**src/rtl/control_pkg.sv**
```systemverilog
// Shared encodings for the CHARIS multicycle control unit: opcodes, ALU
// functions, FSM states and the decoded per-class control bundle.
package control_pkg;

  localparam logic [5:0] OP_RTYPE = 6'b100000;
  localparam logic [5:0] OP_ADDI  = 6'b110000;
  localparam logic [5:0] OP_ANDI  = 6'b110010;
  localparam logic [5:0] OP_ORI   = 6'b110011;
  localparam logic [5:0] OP_LW    = 6'b000011;
  localparam logic [5:0] OP_SW    = 6'b011111;
  localparam logic [5:0] OP_B     = 6'b111111;
  localparam logic [5:0] OP_BEQ   = 6'b010000;
  localparam logic [5:0] OP_BNE   = 6'b010001;

  localparam logic [3:0] ALU_ADD = 4'b0000;
  localparam logic [3:0] ALU_SUB = 4'b0001;
  localparam logic [3:0] ALU_AND = 4'b0010;
  localparam logic [3:0] ALU_OR  = 4'b0011;

  typedef enum logic [3:0] {
    S_FETCH,
    S_DECODE,
    S_EXEC,
    S_WB_ALU,
    S_MEM_ADDR,
    S_MEM_RD,
    S_WB_MEM,
    S_MEM_WR,
    S_BRANCH,
    S_NOP
  } state_t;

  typedef enum logic [2:0] {
    CLS_ALU,
    CLS_LW,
    CLS_SW,
    CLS_B,
    CLS_BEQ,
    CLS_BNE,
    CLS_ILLEGAL
  } instr_class_t;

  typedef struct packed {
    instr_class_t cls;
    logic [3:0]   alu_func;
    logic         alu_bin_sel;
    logic         rf_b_sel;
    logic         rf_wrdata_sel;
  } ctrl_t;

  // Illegal/unknown opcodes drive every select low so the datapath idles.
  localparam ctrl_t CTRL_NONE = '{
    cls:           CLS_ILLEGAL,
    alu_func:      ALU_ADD,
    alu_bin_sel:   1'b0,
    rf_b_sel:      1'b0,
    rf_wrdata_sel: 1'b0
  };

  localparam ctrl_t CTRL_RESET = '{
    cls:           CLS_ALU,
    alu_func:      ALU_ADD,
    alu_bin_sel:   1'b0,
    rf_b_sel:      1'b0,
    rf_wrdata_sel: 1'b0
  };

endpackage

```
**src/rtl/control_decode.sv**
```systemverilog
// Combinational opcode decoder: maps an instruction word to its class,
// datapath selects, ALU function and an illegal-opcode flag.
module control_decode
  import control_pkg::*;
(
  input  logic [31:0] instr,
  output ctrl_t       ctrl,
  output logic        illegal
);

  logic unused_instr_bits;
  assign unused_instr_bits = ^instr[25:4];

  always_comb begin
    ctrl = CTRL_NONE;
    case (instr[31:26])
      OP_RTYPE: begin
        ctrl.cls      = CLS_ALU;
        ctrl.alu_func = instr[3:0];
      end
      OP_ADDI: begin
        ctrl.cls         = CLS_ALU;
        ctrl.alu_func    = ALU_ADD;
        ctrl.alu_bin_sel = 1'b1;
      end
      OP_ANDI: begin
        ctrl.cls         = CLS_ALU;
        ctrl.alu_func    = ALU_AND;
        ctrl.alu_bin_sel = 1'b1;
      end
      OP_ORI: begin
        ctrl.cls         = CLS_ALU;
        ctrl.alu_func    = ALU_OR;
        ctrl.alu_bin_sel = 1'b1;
      end
      OP_LW: begin
        ctrl.cls           = CLS_LW;
        ctrl.alu_func      = ALU_ADD;
        ctrl.alu_bin_sel   = 1'b1;
        ctrl.rf_wrdata_sel = 1'b1;
      end
      OP_SW: begin
        ctrl.cls         = CLS_SW;
        ctrl.alu_func    = ALU_ADD;
        ctrl.alu_bin_sel = 1'b1;
        ctrl.rf_b_sel    = 1'b1;
      end
      OP_B: begin
        ctrl.cls = CLS_B;
      end
      // Conditional branches compare rs against rd via subtraction.
      OP_BEQ: begin
        ctrl.cls      = CLS_BEQ;
        ctrl.alu_func = ALU_SUB;
        ctrl.rf_b_sel = 1'b1;
      end
      OP_BNE: begin
        ctrl.cls      = CLS_BNE;
        ctrl.alu_func = ALU_SUB;
        ctrl.rf_b_sel = 1'b1;
      end
      default: ;
    endcase
  end

  assign illegal = (ctrl.cls == CLS_ILLEGAL);

endmodule

```
**src/rtl/control_unit.sv**
```systemverilog
// Multicycle control FSM for CHARIS: sequences each instruction through
// fetch/decode/execute/memory/write-back and counts retired instructions.
module control_unit
  import control_pkg::*;
(
  input  logic        Clk,
  input  logic        Reset,
  input  logic [31:0] Instr,
  input  logic [31:0] ALU_Out,
  output logic        PC_Sel,
  output logic        PC_LdEn,
  output logic        RF_WrEn,
  output logic        RF_WrData_sel,
  output logic        RF_B_sel,
  output logic        ALU_Bin_sel,
  output logic [3:0]  ALU_func,
  output logic        Mem_WrEn,
  output logic        Illegal_Instr,
  output logic [31:0] Instr_Retired
);

  state_t      state_q, state_d;
  ctrl_t       ctrl_q, ctrl_d;
  logic [31:0] instr_retired_q, instr_retired_d;

  ctrl_t dec_ctrl;
  logic  dec_illegal;
  ctrl_t ctrl_active;

  logic pc_sel, pc_ld_en, rf_wr_en, mem_wr_en, illegal_pulse;

  control_decode u_decode (
    .instr   (Instr),
    .ctrl    (dec_ctrl),
    .illegal (dec_illegal)
  );

  always_ff @(posedge Clk or posedge Reset) begin
    if (Reset) begin
      state_q         <= S_FETCH;
      ctrl_q          <= CTRL_RESET;
      instr_retired_q <= 32'd0;
    end else begin
      state_q         <= state_d;
      ctrl_q          <= ctrl_d;
      instr_retired_q <= instr_retired_d;
    end
  end

  // The decoded bundle is captured in DECODE so selects stay fixed until the PC load.
  assign ctrl_d      = (state_q == S_DECODE) ? dec_ctrl : ctrl_q;
  assign ctrl_active = (state_q == S_FETCH || state_q == S_DECODE) ? dec_ctrl : ctrl_q;

  always_comb begin
    state_d = S_FETCH;
    case (state_q)
      S_FETCH:  state_d = S_DECODE;
      S_DECODE: begin
        if (dec_illegal) begin
          state_d = S_NOP;
        end else begin
          case (dec_ctrl.cls)
            CLS_ALU:                  state_d = S_EXEC;
            CLS_LW, CLS_SW:           state_d = S_MEM_ADDR;
            CLS_B, CLS_BEQ, CLS_BNE:  state_d = S_BRANCH;
            default:                  state_d = S_NOP;
          endcase
        end
      end
      S_EXEC:     state_d = S_WB_ALU;
      S_MEM_ADDR: state_d = (ctrl_q.cls == CLS_LW) ? S_MEM_RD : S_MEM_WR;
      S_MEM_RD:   state_d = S_WB_MEM;
      default:    state_d = S_FETCH;
    endcase
  end

  always_comb begin
    pc_sel        = 1'b0;
    pc_ld_en      = 1'b0;
    rf_wr_en      = 1'b0;
    mem_wr_en     = 1'b0;
    illegal_pulse = 1'b0;
    case (state_q)
      S_WB_ALU, S_WB_MEM: begin
        rf_wr_en = 1'b1;
        pc_ld_en = 1'b1;
      end
      S_MEM_WR: begin
        mem_wr_en = 1'b1;
        pc_ld_en  = 1'b1;
      end
      // Branch resolution is Mealy on ALU_Out so the taken decision lands this cycle.
      S_BRANCH: begin
        pc_ld_en = 1'b1;
        case (ctrl_q.cls)
          CLS_B:   pc_sel = 1'b1;
          CLS_BEQ: pc_sel = (ALU_Out == 32'd0);
          CLS_BNE: pc_sel = (ALU_Out != 32'd0);
          default: pc_sel = 1'b0;
        endcase
      end
      S_NOP: begin
        pc_ld_en      = 1'b1;
        illegal_pulse = 1'b1;
      end
      default: ;
    endcase
  end

  // Reset forces every output low immediately, without waiting for a clock.
  assign PC_Sel        = pc_sel & ~Reset;
  assign PC_LdEn       = pc_ld_en & ~Reset;
  assign RF_WrEn       = rf_wr_en & ~Reset;
  assign Mem_WrEn      = mem_wr_en & ~Reset;
  assign Illegal_Instr = illegal_pulse & ~Reset;
  assign RF_WrData_sel = ctrl_active.rf_wrdata_sel & ~Reset;
  assign RF_B_sel      = ctrl_active.rf_b_sel & ~Reset;
  assign ALU_Bin_sel   = ctrl_active.alu_bin_sel & ~Reset;
  assign ALU_func      = Reset ? 4'b0000 : ctrl_active.alu_func;

  assign instr_retired_d = PC_LdEn ? instr_retired_q + 32'd1 : instr_retired_q;
  assign Instr_Retired   = instr_retired_q;

endmodule

```
**config.mk**
```make
export PLATFORM = sky130hd
export DESIGN_NAME = control_unit
export DESIGN_NICKNAME = d
export VERILOG_FILES = /design/src/rtl/control_pkg.sv /design/src/rtl/control_decode.sv /design/src/rtl/control_unit.sv
export SDC_FILE = /design/constraint.sdc
export NUM_CORES = 1
export LEC_CHECK = 0
export ABC_AREA = 1
export ABC_CLOCK_PERIOD_IN_PS = 2200
export CORE_ASPECT_RATIO = 0.7
export CORE_MARGIN = 8
export CORE_UTILIZATION = 45
export CTS_CLUSTER_SIZE = 20
export DETAILED_ROUTE_END_ITERATION = 10
export GPL_TIMING_DRIVEN = 0
export PLACE_DENSITY = 0.89
export SKIP_LAST_GASP = 1
export SYNTH_ARGS = -nofsm -noshare
export SYNTH_HDL_FRONTEND = slang
export SYNTH_SLANG_ARGS = --single-unit
```
**constraint.sdc**
```tcl
create_clock -name Clk -period 2.2 [get_ports Clk]
set_input_delay 0.33 -clock Clk [delete_from_list [all_inputs] [get_ports Clk]]
set_output_delay 0.33 -clock Clk [all_outputs]
set_load 0.03 [all_outputs]
```
## Yosys cells after proc, flatten, opt, wreduce, memory -nomap -nowiden

Cells that the tools add are included.

- Register bits after elaboration: 46
- Input bits: 66

- $add $sub $neg: 1
- Equality and inequality tests: 28
- Multiplexer cells: 17
- Bitwise logic cells: 9
- Reductions and logical operators: 13

Operator list:

| cell | number |
|---|---|
| $add A32 B1 Y32 const B | 1 |
| $logic_not A32 Y1 | 1 |
| $reduce_bool A32 Y1 | 1 |
| $eq A6 B6 Y1 const B | 5 |
| $pmux W4 S5 | 1 |
| $eq A6 B5 Y1 const B | 3 |
| $pmux W3 S6 | 1 |
| $eq A4 B3 Y1 const B | 4 |
| $pmux W4 S4 | 1 |
| $eq A3 B3 Y1 const B | 5 |
| $pmux W4 S3 | 1 |
| $reduce_or A5 Y1 | 2 |
| $eq A3 B2 Y1 const B | 3 |
| $and A1 B1 Y1 | 8 |
| $eq A4 B2 Y1 const B | 2 |
| $eq A4 B4 Y1 const B | 2 |
| $mux W1 | 8 |
| $mux W4 | 2 |
| $mux W7 | 1 |
| $eq A3 B1 Y1 const B | 2 |
| $eq A6 B2 Y1 const B | 1 |
| $reduce_or A2 Y1 | 3 |
| $reduce_or A3 Y1 | 2 |
| $eq A4 B1 Y1 const B | 1 |
| 7 further kinds | 7 |

## Depth between registers and ports, before layout

Gate-level depths: netlist of run 1.

- Depth after elaboration: 8
- Depth in mapped cells: 10
- Mapped depth without buffers: 10

## By module

A second synthesis of run 1 with hierarchy kept.

- Cells, all modules: 485
- Area total of the unflattened synthesis: 3201.8 um2

Modules (own cells, without submodules):

| module | times used | cells an instance | area each (um2) | seq. area each (um2) |
|---|---|---|---|---|
| control_unit | 1 | 443 | 2985.4 | 1151.1 |
| control_decode | 1 | 42 | 216.5 | 0.0 |

## Worst setup path before layout of run 1

No wires, ideal clock.

- Path type: input to output
- Start point: input Reset
- End point: output PC_Sel
- Data arrival time: 1.731 ns
- Required time: 1.870 ns
- Setup slack: 0.139 ns
- Stages on the path: 5
- Buffers on the path: 0
- Path through: inv_2 nand3_2 a211oi_1 nand2_1 nor2_1

- Longest elaborated chain between the ends: 2

RTL lines:

| element | RTL line | source |
|---|---|---|
| from (decl) | control_unit.sv:7 | `input logic Reset,` |
| $not A1 Y1 | control_unit.sv:111 | `assign PC_Sel = pc_sel & ~Reset;` |
| $and A1 B1 Y1 | control_unit.sv:111 |  |
| to (decl) | control_unit.sv:10 | `output logic PC_Sel,` |

No other way between the ends.

## Worst setup path in the final report of run 1

- Start point: register state_q[0]
- End point: output PC_LdEn

- Longest elaborated chain between the ends: 4
- Elaborated cells on any way between the ends: 8
- Those cells by class: eq/ne: 5; mux: 1; bitwise: 1; reduce/logical: 1

RTL lines:

| element | RTL line | source |
|---|---|---|
| from (decl) | control_unit.sv:22 | `state_t state_q, state_d;` |
| from (signal assigned) | control_unit.sv:44 | `state_q <= state_d;` |
| $eq A4 B4 Y1 (tied with other cells) | control_unit.sv:83 | `case (state_q)` |
| $reduce_or A5 Y1 (no line) (*) | -- |  |
| $mux W1 (*) | control_unit.sv:83 |  |
| $and A1 B1 Y1 (*) | control_unit.sv:112 | `assign PC_LdEn = pc_ld_en & ~Reset;` |
| to (decl) | control_unit.sv:11 | `output logic PC_LdEn,` |

Every way passes the cells marked *; elsewhere a longest branch is shown, timed or not.

==> results of run 1 <==
==> worst paths after layout <==
path	slack [ns]	from	to	depth (start not counted)
max in group asynchronous	1.72	Reset	state_q[3]	2
setup reg to reg	0.23	Instr_Retired[0]	Instr_Retired[20]	8
min in group Clk	0.47	Instr[27]	ctrl_q[4]	3
hold reg to reg	0.48	ctrl_q[6]	ctrl_q[6]	2
setup / recovery	0.04	state_q[0]	PC_LdEn	7
hold / removal	0.22	Reset	Instr_Retired[12]	2
==> timing repair <==
item / in CTS / in global routing
cloned: 2 / 0
pin swaps: 1 / 3
endpoints found under the setup margin: 44 / 12
gates resized for setup: 49 / 32
buffers inserted: 1 / 4
==> state kept, by name, indices dropped and copies added (netlist names) <==
register / count
Instr_Retired: 32
ctrl_q: 10
state_q: 4
==> metal layers <==
layer | GRT usage, % | vias up | share of wire (%) | wire length [µm]
li1 | - | 1741 | - | -
met1 | 28.13 | 1667 | 45 | 4561
met2 | 32.76 | 146 | 45 | 4606
met3 | 5.049 | 20 | 8.6 | 875
met4 | 5.275 | 0 | 1.5 | 150
met5 | 0 | - | 0 | 0
==> power groups by stage <==
stage                     combinational (W)  sequential, W  clock (W)
after global routing                0.00161        0.00116   0.000600
final                               0.00148        0.00114   0.000552
after CTS                           0.00145        0.00113   0.000555
after detailed placement            0.00146        0.00115          0
after floorplan                    0.000837        0.00122          0
after global placement              0.00143        0.00113          0
==> layout by cell type (no fill, tap or decap), types with 2 or more instances in the layout <==
master           instances
nand2_1                219
nor2_1                  86
clkdlybuf4s50_1         69
dfrtp_1                 45
inv_1                   32
o21ai_0                 18
nand3b_1                17
nand3_1                  9
buf_4                    8
a21oi_1                  7
xor2_1                   7
dlymetal6s2s_1           7
buf_2                    6
clkbuf_8                 6
nor2_2                   5
inv_2                    5
o21ai_1                  5
nor2_4                   4
buf_6                    4
nand2_2                  3
o211ai_1                 3
nand4_1                  3
nor3_1                   3
clkbuf_4                 3
nand3_2                  2
nand3_4                  2
a31oi_1                  2
inv_6                    2
clkdlybuf4s15_2          2
==> synth_stat cells (4+ instances only) <==
master	instances
dfrtp_1	46
buf_6	4
xor2_1	7
nand3b_1	17
nor2_1	91
nand3_1	12
o21ai_0	19
o21ai_1	4
a21oi_1	7
inv_1	35
nand2_1	221
==> kinds of logic (layout without fill, tap and decap cells) <==
family	Yosys count	count (layout)	synth area share, %
compound gates	38	38	6.624
xor+xnor	9	9	2.754
fa+ha+maj	1	1	0.3990
buf+inv	46	148	6.784
flops	46	46	36.71
simple gates	355	355	46.73
==> through the flow <==
step	util [%]	area (µm²)
floorplan	-	3136
global placement	61.04	4124
detailed placement	61.04	4124
CTS	63.19	4269
global route	64.30	4344
finish	64.30	4344
==> final cells by class <==
cell class / count / area share [%]
repair inverters: 2 / 0.4032
clock buffers: 7 / 1.987
flip-flops and latches: 46 / 26.53
plain buffers: 8 / 1.671
multi-input cells: 403 / 42.11
repair buffers: 92 / 20.59
inverters: 38 / 3.888
clock inverters: 1 / 0.1152
well taps: 94 / 2.707
==> worst register-to-register path: stages (launching register included) <==
cell	delay (ns)
dfrtp_1	0.50
ha_1	0.28
nand2_1	0.09
nor2_1	0.19
nand3_1	0.27
nor2_1	0.30
nand3_1	0.11
nand2_1	0.07
nand2_1	0.05
==> impl_results.md, run 1 <==
- Delay-heaviest family, CP: buffers and inverters
- Multi-input gate area: 1829 µm²
- Mapped Cells: 495
- Post-synth cell types: 30
- Critical path launch point type: flop
- Slew HR: 72.39%
- Routed WL per cell: 14.75 µm
- Drt total wl: 10190 µm
- RSZ-0062 raised after global routing: true
- Fin Hold WS: 0.2176 ns
- Die Span Y: 85.84 µm
- Comb power frac: 46.7%
- I/O Pins: 110
- Clock buffer depth: 2
- Static leakage: 2.078 nW
- CP Class: flop to primary output
- Setup TNS: 0 ns
- Routed Antenna Nets: 0
- Tot GR Track Use: 20.91%
- CTS tree: done
- Clock Power Share: 17.4%
- # diodes: 0
- Final Worst Setup Slack: 0.03747 ns
- Via count: 3574
- Reg area: 1152 µm²
- Worst Setup End Kind: primary output
- Drt first pass iters: 5
- Register bit total from synthesis: 46
- P_sw: 0.001403 W
- Slew @ Worst Pin: 0.4126 ns
- Synth area leaders: dfrtp_1 (37%), nand2_1 (26%), nor2_1 (11%), inv_1 (4.2%), nand3b_1 (4.1%)
- Worst path bufs/invs: 3
- First-pass GRT wire length: 16610 µm
- Avg Inst Size Synth: 6.334 µm²
- Clk_lat worst skew: 0.31 ns
- Syn Nets: 562
- Fin. Hold Viols: 0
- Synth area leader: dfrtp_1
- Num rows: 25
- YS warnings: 0
- Fill cells: 621
- Worst slack, placed: -1.296 ns
- Layout cells sized above 1: 9.715%
- Die Span X: 115.8 µm
- Min-Delay Path Class: input pin to asynchronous set/reset pin
- Worst vdd ir: 398.9 µV
- Cell Int Power: 0.001774 W
- P&R area growth vs syn: 38.55%
- Nets: 663
- Core area: 6756 µm²
- Post-synth EDFFs: 0
- Period minus WS final: 2.163 ns
- Fin crit share: 98.30%
- Largest net degree at the start of global routing: 27
- Placed cells: 676
- Clk Tree Root Cell: clkbuf_8
- CP most frequent cell: nand2_1
- Worst path cell trace: inv_1 -> nand2_1 -> o21ai_1 -> nand2_1 -> nand2_4 -> buf_4 -> clkbuf_4
- # clock sinks: 46
- DR vias/cell: 5.172
- I/O Buffers: 87
- Post-DP HPWL: 7665 µm
- Seq pwr share: 36.0%
- Starting Density: 46.41%
- H-tree depth: 2
- Initial DRC count: 375
- Max Fclk: 462.4 MHz
- Asr flop ratio synth: 100.0%
- Final Power: 0.003177 W
- Ys flop type: dfrtp_1
- PwrDens: 731.4 nW/µm²
- TritonCTS Buffers: 5
- Slowest library cell on the worst path: dfrtp_1
- Syn Std Cell Area: 3136 µm²
- Hold_buf cts: 0
- Top cell type's share of synthesized area: 36.71%
- Post-Layout Cell Count: 691
- Worst EP required: 1.87 ns
- Global route overflow: 0
- Clk_skew: 0.01186 ns
- Switch share: 44.16%
- Seq/Total Area, Yosys: 36.71%
- Vias in the first global route: 3384
- DRC: 0
- Status: complete, no violations
- Crit-path max cell delay: 0.42 ns
- Max-slew violations: 0
- Worst-path clk slew: 0.09 ns
- Final setup fails: 0
- Worst Path Max Fanout: 10
- Final GP Congestion: 0.9525
- Max-cap violation count: 0
- Die Area: 9938 µm²
- Antenna violations before repair: 0
- CP Data Arrival Time: 1.83 ns
No activity file was read; power rests on OpenSTA's default activity.
==> run 2: changes to the inputs <==
Settings changed: ABC_CLOCK_PERIOD_IN_PS 2200 to 1900, CORE_ASPECT_RATIO 0.7 to unset, CORE_MARGIN 8 to unset, CORE_UTILIZATION 45 to 41, PLACE_DENSITY 0.89 to 0.86.
Clock period 2.2 ns to 1.9 ns, I/O delays scaled along.
==> run 2 against run 1 <==
Compared with the run above:
- the flow now finishes with violations (setup timing)
- critical path depth up 1
- sequential power up 16%
- sequential share of layout area down 1.7 points
- sequential cell count unchanged
- core utilization down 0.72 points
- worst hold slack worse by 0.21 ns
- critical path type unchanged
- critical endpoint is now RF_WrData_sel
- highest routed layer unchanged
==> impl_results.md, run 2 (same netlist as run 1, synthesis figures left out) <==
- Status: finished, violations left
- Failing checks: setup timing
- Reg-to-reg setup timing slack: 0.17 ns (-0.06 ns)
- Worst EP required: 1.62 ns (-0.25 ns)
- Static leakage: 2.184 nW (+5.1%)
- Routed Antenna Nets: 0 (unchanged)
- Grt met2 use: 48.02% (+15 points)
- Critical path launch point type: flop
- R2R Path Start: Instr_Retired[0]
- DR vias/cell: 5.042 (-2.5%)
- Die Span Y: 89.45 µm (+4.2%)
- P&R area growth vs syn: 48.64%
- Fin. Hold Viols: 0 (unchanged)
- CP Data Arrival Time: 1.63 ns (-0.20 ns)
- Setup TNS: -0.01571 ns (-0.01571 ns)
- M3 GR Usage: 4.155% (-0.89 points)
- Largest register FFs: 32 (unchanged)
- Fin crit share: 100.8%
- Worst Path Max Fanout: 5 (-5)
- DRC: 0 (unchanged)
- Worst vdd ir: 710.9 µV (+78%)
- Commonest non-fill, non-tap cell in the layout: nand2_1
- Slowest library cell on the worst path: dfrtp_2
- Die Area: 8001 µm² (-19%)
- Final Worst Setup Slack: -0.01571 ns (-0.05317 ns)
- Max-slew violations: 0 (unchanged)
- Routing usage on met1: 28.72% (+0.59 points)
- Vias in the first global route: 3589 (+6.1%)
- Slew @ Worst Pin: 0.3322 ns (-0.08033 ns)
- Starting Density: 42.77% (-3.6 points)
- Period minus WS final: 1.916 ns
- Antenna violations before repair: 0 (unchanged)
- TritonCTS Buffers: 5 (unchanged)
- Clk_skew: 0.01225 ns (+0.0003872 ns)
- Max Fclk: 522.0 MHz
- I/O Pins: 110 (unchanged)
- Clk Tree Root Cell: clkbuf_8
- Global route overflow: 0 (unchanged)
- Worst reg2reg path endpoint: Instr_Retired[20]
- Initial DRC count: 225 (-40%)
- Worst path cell trace: nor2_4 -> buf_12 -> nand2_8 -> inv_4 -> buf_6 -> o21ai_2 -> a21oi_1 -> buf_4
- Clk_lat worst skew: 0.30 ns (about the same)
- CP Class: flop to primary output
- Core area: 7331 µm² (+8.5%)
- Drt first pass iters: 5 (unchanged)
- Max-cap violation count: 0 (unchanged)
- Most frequent cells in the layout: nand2_1 (216), nor2_1 (84), clkdlybuf4s50_1 (68)
- Min-Delay Path Class: input pin to asynchronous set/reset pin
- # clock sinks: 46 (unchanged)
- Slew HR: 77.77% (+5.4 points)
- GRT busiest layer: met2
- Reg2Reg Depth: 8 (unchanged)
- Worst Setup End Kind: primary output
- Drt total wl: 9901 µm (-2.9%)
- # diodes: 0 (unchanged)
- Crit-path max cell delay: 0.44 ns (+0.02 ns)
- Final setup fails: 1 (+1)
- Final GP Congestion: 0.9444 (-0.85%)
- Worst-path clk slew: 0.09 ns (about the same)
- Post-DP HPWL: 6780 µm (-12%)
- I/O Buffers: 87 (unchanged)
- Die Span X: 89.45 µm (-23%)
- RSZ-0062 raised after global routing: true
- Largest net degree at the start of global routing: 27 (unchanged)
- H-tree depth: 2 (unchanged)
- Placed cell area: 4133 µm² (+0.21%)
- Tot GR Track Use: 25.50% (+4.6 points)
- Clock buffer depth: 2 (unchanged)
- Design area: 4661 µm² (+7.3%)
- Routed WL per cell: 13.73 µm (-6.9%)
- Layout cells sized above 1: 16.56% (+6.8 points)
- Nets: 688 (+3.8%)
- Num rows: 31 (+24%)
- CTS tree: done
- First-pass GRT wire length: 15920 µm (-4.2%)
- Fin util: 63.58% (-0.72 points)
- PwrDens: 907.8 nW/µm² (+24%)
- Fin Hold WS: 0.006307 ns (-0.2113 ns)
- Via count: 3635 (+1.7%)
==> run 2: changes by cell type in the layout (fill, tap and decap cells not counted), moves of 4 or more <==
cell            previous run  this run
nand3_1                    9         5
dlymetal6s2s_1             7         1
buf_6                      4         8
o21ai_0                   18        13
buf_4                      8        33
nand3_2                    2         6
==> run 2: cell type report <==
type                       instances  area (µm²)
fill                             614        2670
multi-input combinational        403        1897
sequential                        46        1155
timing repair buffer             117        1074
inverter                          38       171.4
tap                               99       123.9
clock buffer                       6       82.58
buffer                             8       80.08
clock inverter                     2       60.06
timing repair inverter             2       17.52
==> run 2: how the worst max path moves through the flow <==
stage               startpoint       endpoint  slack [ns]  cells past startpoint
finish              state_q[2]  RF_WrData_sel       -0.02                      8
global route        state_q[2]    ALU_func[1]       -0.08                      9
CTS                 state_q[3]        PC_LdEn       -0.19                      7
detailed placement       Reset        PC_LdEn       -1.13                      8
global placement         Reset        PC_LdEn       -1.09                      8
floorplan           state_q[2]    ALU_func[2]        0.05                      6
==> run 2: repair_timing <==
action,4_1_cts,5_1_grt
cloned,2,1
hold endpoints to repair,8,0
gates resized for setup,92,39
setup buffers,19,9
hold buffers,1,0
pin swaps,5,10
endpoints found under the setup margin,44,17
==> run 2: power by group <==
group | leakage (nW) | switching, W | total [W] | internal [W]
logic | 1.50 | 0.00118 | 0.00200 | 0.000812
clock network | 0.0714 | 0.000349 | 0.000910 | 0.000561
registers | 0.615 | 0.000181 | 0.00132 | 0.00114
total | 2.18 | 0.00171 | 0.00423 | 0.00252
==> run 2: per-layer routing <==
layer  vias to the layer above  part of all wire [%]
met4                         0                   2.5
met3                        27                   5.4
met5                         -                     0
met2                       152                    52
met1                      1661                    40
li1                       1795                     -
==> run 2: per-stage QoR <==
stage | cells | setup slack [ns] | power, W
6_report | 721 | -0.01571 | 0.004231
5_1_grt | 721 | -0.08317 | 0.004486
4_1_cts | 711 | -0.1880 | 0.004002
3_5_place_dp | 681 | -1.126 | 0.002982
3_3_place_gp | 681 | -1.087 | 0.002925
2_1_floorplan | 495 | 0.04760 | 0.002381
==> run 2: critical path, delay by kind of cell, from the launching register on <==
kind                   cells  cell delay [ns]
AOI/OAI and AO/OA          2             0.20
buffers and inverters      4             0.48
DFF                        1             0.44
and+or+nand+nor            2             0.20
==> run 3: changes to the inputs <==
Settings changed: CAP_MARGIN set to 30, CORE_UTILIZATION 41 to 45, DONT_BUFFER_PORTS set to 1, PLACE_DENSITY 0.86 to 0.71.
==> run 3 against run 2 <==
Compared with the run above:
- the flow now finishes without violations
- non-clock buffer count fell by 103
- core utilization fell by 9.4 points
- routed wire length decreased by 15%
- critical path depth is 2 lower
- critical endpoint is now PC_LdEn
==> impl_results.md, run 3 (same netlist as run 1, synthesis figures left out) <==
- Status: complete, no violations
- Vias in the first global route: 2871 (-20%)
- Largest register FFs: 32 (unchanged)
- Fin crit share: 98.95% (-1.9 points)
- Clock buffer depth: 2 (unchanged)
- Max-slew violations: 0 (unchanged)
- Worst Path Max Fanout: 5 (unchanged)
- # clock sinks: 46 (unchanged)
- Layout cells sized above 1: 12.38% (-4.2 points)
- Worst-path clk slew: 0.10 ns (about the same)
- Max Fclk: 531.9 MHz (+1.9%)
- Worst Setup End Kind: primary output
- DRC: 0 (unchanged)
- TritonCTS Buffers: 5 (unchanged)
- Crit path to: PC_LdEn
- I/O Pins: 110 (unchanged)
- I/O Buffers: 0 (-100%)
- Final GP Congestion: 0.9025 (-4.4%)
- Die Span Y: 85.48 µm (-4.4%)
- Worst slack, placed: -0.1774 ns (+0.9483 ns)
- Critical path launch point type: flop
- Starting Density: 46.41% (+3.6 points)
- CP Class: flop to primary output
- Final setup fails: 0 (-1)
- Fill cells: 670 (+9.1%)
- Clk Tree Root Cell: clkbuf_8
- Global route overflow: 0 (unchanged)
- # diodes: 0 (unchanged)
- Placed cells: 575 (-16%)
- Reg2Reg Depth: 11 (+3)
- Final Worst Setup Slack: 0.01995 ns (+0.03566 ns)
- Final Power: 0.003921 W (-7.3%)
- First-pass GRT wire length: 13490 µm (-15%)
- P&R area growth vs syn: 16.64%
- Drt first pass iters: 4 (-1)
- Post-Layout Cell Count: 597 (-17%)
- Antenna violations before repair: 0 (unchanged)
- Tot GR Track Use: 23.37% (-2.1 points)
- Max-cap violation count: 0 (unchanged)
- Initial DRC count: 183 (-19%)
- Die Area: 7306 µm² (-8.7%)
- Fin. Hold Viols: 0 (unchanged)
- Core area: 6756 µm² (-7.8%)
- RSZ-0062 raised after global routing: true
- Drt total wl: 8431 µm (-15%)
- Slew @ Worst Pin: 0.7995 ns (+0.4672 ns)
- Setup TNS: 0 ns (+0.01571 ns)
- R2R Path Start: state_q[3]
- PwrDens: 1072 nW/µm² (+18%)
- Worst reg2reg path endpoint: Instr_Retired[26]
- Nets: 583 (-15%)
- Fin util: 54.13% (-9.4 points)
- Routed Antenna Nets: 0 (unchanged)
- Clk_lat worst skew: 0.31 ns (about the same)
- Commonest non-fill, non-tap cell in the layout: nand2_1
- Worst EP required: 1.62 ns (about the same)
- CTS tree: done
- Reg-to-reg setup timing slack: 0.07 ns (-0.10 ns)
- Via count: 3131 (-14%)
- Worst vdd ir: 725.8 µV (+2.1%)
- Largest net degree at the start of global routing: 54 (+100%)
- Num rows: 30 (-3.2%)
- Static leakage: 1.732 nW (-21%)
- Clk_skew: 0.01328 ns (+0.001033 ns)
- Routed WL per cell: 14.12 µm (+2.8%)
- DR vias/cell: 5.245 (+4.0%)
- CP Launch Point: state_q[3]
- Post-DP HPWL: 6122 µm (-9.7%)
- Slew HR: 46.53% (-31 points)
- Min-Delay Path Class: input pin to asynchronous set/reset pin
- Most frequent cells in the layout: nand2_1 (218), nor2_1 (86), dfrtp_1 (40)
- H-tree depth: 2 (unchanged)
- CP Data Arrival Time: 1.60 ns (-0.03 ns)
- Die Span X: 85.48 µm (-4.4%)
- Period minus WS final: 1.880 ns (-0.03566 ns)
## run 3: changes by cell type in the layout (fill, tap and decap cells not counted), sizes merged, moves of 2 or more
cell	delta
clkdlybuf4s50	-68
buf	-27
dlygate4sd2	-4
clkbuf	-2
clkdlybuf4s15	-2
## run 3: metal layers
layer | track usage [%] | vias up | routed length [µm] | part of all wire (%)
met3 | 5.447 | 14 | 470 | 5.6
met4 | 7.879 | 0 | 160 | 1.9
met1 | 29.34 | 1442 | 3811 | 45
met5 | 0 | - | 0 | 0
li1 | - | 1588 | - | -
met2 | 39.49 | 87 | 3988 | 47
## run 3: what timing repair did
action                     4_1_cts  5_1_grt
buffers inserted                 9        1
resized for setup               22       18
gates cloned                     1        0
setup endpoints to repair       12       41
pin swaps                        4        4
hold endpoints to repair        46       29
## run 3: critical path, stage by stage (launching register included)
cell and delay (ns):
dfrtp_1 0.44, inv_1 0.09, nand2_2 0.07, nor3_4 0.35
nor2_2 0.10, nand2_4 0.10, buf_12 0.14
## run 3: metrics by stage
step | instance area [µm²] | hold WS (ns)
4_1_cts | 3551 | -0.05409
3_5_place_dp | 3238 | 0.2881
6_report | 3657 | 0.008380
5_1_grt | 3657 | 0.01757
2_1_floorplan | 3138 | 0.2045
3_3_place_gp | 3238 | 0.2798
## run 3: final cells by class
| class | instances | area, µm² | share of cell area (%) |
|---|---|---|---|
| repair buffers | 14 | 157.7 | 4.311 |
| plain buffers | 8 | 88.84 | 2.429 |
| clock buffers | 6 | 82.58 | 2.258 |
| inverters | 38 | 145.1 | 3.969 |
| multi-input cells | 403 | 1864 | 50.98 |
| flip-flops and latches | 46 | 1159 | 31.68 |
| clock inverters | 2 | 60.06 | 1.642 |
| well taps | 80 | 100.1 | 2.737 |
## run 3: power breakdown
group | switching [W] | total [W] | internal, W
combinational | 0.000945 | 0.00154 | 0.000593
sequential | 0.000320 | 0.00147 | 0.00115
clock | 0.000354 | 0.000915 | 0.000561
## run 3: how the worst min path moves through the flow
stage	from	end	slack [ns]	depth (start not counted)
floorplan	Reset	Instr_Retired[0]	0.20	1
global placement	Reset	ctrl_q[3]	0.28	1
detailed placement	Reset	ctrl_q[3]	0.29	1
CTS	Reset	ctrl_q[3]	-0.05	1
global route	Reset	Instr_Retired[19]	0.02	3
finish	Reset	ctrl_q[1]	0.008	3
==> RTL change (flow settings as in run 1) <==
Make the reset (`Reset`) synchronous in one clocked block.
--- a/src/rtl/control_unit.sv
+++ b/src/rtl/control_unit.sv
@@ -35,7 +35,7 @@
     .illegal (dec_illegal)
   );
 
-  always_ff @(posedge Clk or posedge Reset) begin
+  always_ff @(posedge Clk) begin
     if (Reset) begin
       state_q         <= S_FETCH;
       ctrl_q          <= CTRL_RESET;
Behaviour: differs if Reset is asserted again (counterexample within 4 cycles, from zero or initial values and one cycle with Reset high); with Reset held inactive, the same outputs for 10 cycles.
==> RTL change against run 1 <==
Critical path depth is 3 higher. Setup slack worse by 0.0053 ns. Synthesized area is 4.5% lower. Fmax is 0.24% lower. Final area is 6.4% lower. Routed wire length is 7.8% lower. Sequential cell count stayed put.
Power is not compared: it rests on default switching activity, and its combinational part moved more than twofold at a synthesized area within 25%.
==> RTL change: results (changes against run 1) <==
synthesis:
  synthTopCellsByArea: "dfxtp_1, nand2_1, nor2_1"  # was dfrtp_1, nand2_1, nor2_1
  synth_common_cells: "nand2_1, nor2_1, inv_1"  # was nand2_1, nor2_1, dfrtp_1
  async_flop_share: 0  # was 1.00
  synthCells: 505  # was 495
  yosysWarnings: 0  # unchanged
  yosysUniqueCellTypes: 29  # was 30
  yosys.area.top_type: "dfxtp_1"  # was dfrtp_1
route:
  routed_wl_um: 9400  # was 10,200 um
  dr_wl_met2_um: 4310  # was 4610 um
  met3_length_um: 765  # was 875 um
  vias: 3533  # was 3,574
  wl_met1_um: 4190  # was 4560 um
  routed_via_density: 5.08  # was 5.17
  drt_iter0_drc: 253  # was 375
worst_setup_path:
  timing.rr.end: "Instr_Retired[30]"  # was Instr_Retired[20]
  cpMaxStageDelayCell: "clkdlybuf4s50_1"  # was dfrtp_1
  path_max_fanout: 4  # was 10
  reg2reg_depth: 10  # was 8
  max_stage_delay_ns: 0.54  # was 0.42 ns
  reg2reg_from: "Instr_Retired[0]"  # unchanged
global_routing:
  grt_pass1_wl_um: 15700  # was 16,600 um
  grt_max_degree: 16  # was 27
  grt_usage: 0.200  # was 0.209
  grt_pass1_vias: 3306  # was 3,384
placement:
  dp_slack_ns: -0.678  # was -1.30 ns
  globalplace.congestion: 0.928  # was 0.953
cells_and_area:
  final_layout_size_suffix_gt1_frac: 0.0814  # was 0.0972
  fill_cells: 605  # was 621
clock_network:
  post_cts_buffers: 3  # was 1
  ctsResizeCount: 44  # was 49
status:
  status: "finished, final reports clean"  # unchanged
sta:
  max_slew_margin: 0.599  # was 0.724
  fin_skew_ns: 0.00448  # was 0.0119 ns
RTL change: cell count changes in the layout (fill, tap and decap cells not counted), sizes merged, moves of 5 or more:
cell,before,now
a21oi,7,32
clkdlybuf4s50,69,74
dfrtp,46,0
dfxtp,0,46
dlymetal6s2s,7,1
inv,39,65
nand2,223,151
nand3,13,22
nand3b,17,9
nor2,95,107
o21ai,23,29
RTL change: cell type report:
class / instances / area, um2 / area share
multi-input combinational: 383 / 1780 / 0.438
sequential: 46 / 923 / 0.227
timing repair buffer: 89 / 846 / 0.208
inverter: 65 / 244 / 0.0600
tap: 94 / 118 / 0.0289
clock buffer: 5 / 68.8 / 0.0169
buffer: 11 / 63.8 / 0.0157
clock inverter: 3 / 21.3 / 0.00523
RTL change: cell families (layout without fill, tap and decap cells):
group	count (synthesis)	in the layout	synth area share
buf+inv	76	173	0.102
flops	46	46	0.308
xor+xnor	5	5	0.0146
fa+ha+maj	1	1	0.00418
compound gates	70	70	0.124
simple gates	307	307	0.448
RTL change: layer usage:
layer / GRT usage / vias to the layer above
li1: - / 1787
met1: 0.259 / 1591
met4: 0.0627 / 0
met3: 0.0423 / 13
met2: 0.325 / 142
met5: 0 / -
RTL change: how the worst max path moves through the flow:
stage	slack (ns)	endpoint	from
6_report	0.03	ALU_Bin_sel	Instr[26]
3_5_place_dp	-0.68	ALU_Bin_sel	Instr[28]
3_3_place_gp	-0.60	ALU_Bin_sel	Instr[28]
5_1_grt	-0.08	ALU_Bin_sel	Instr[27]
2_1_floorplan	0.18	Illegal_Instr	Reset
4_1_cts	-0.05	ALU_Bin_sel	Instr[28]
RTL change: power breakdown:
group / internal, mW / switching, mW
logic: 0.152 / 0.207
registers: 0.866 / 0.0228
clock network: 0.224 / 0.316
total: 1.24 / 0.546
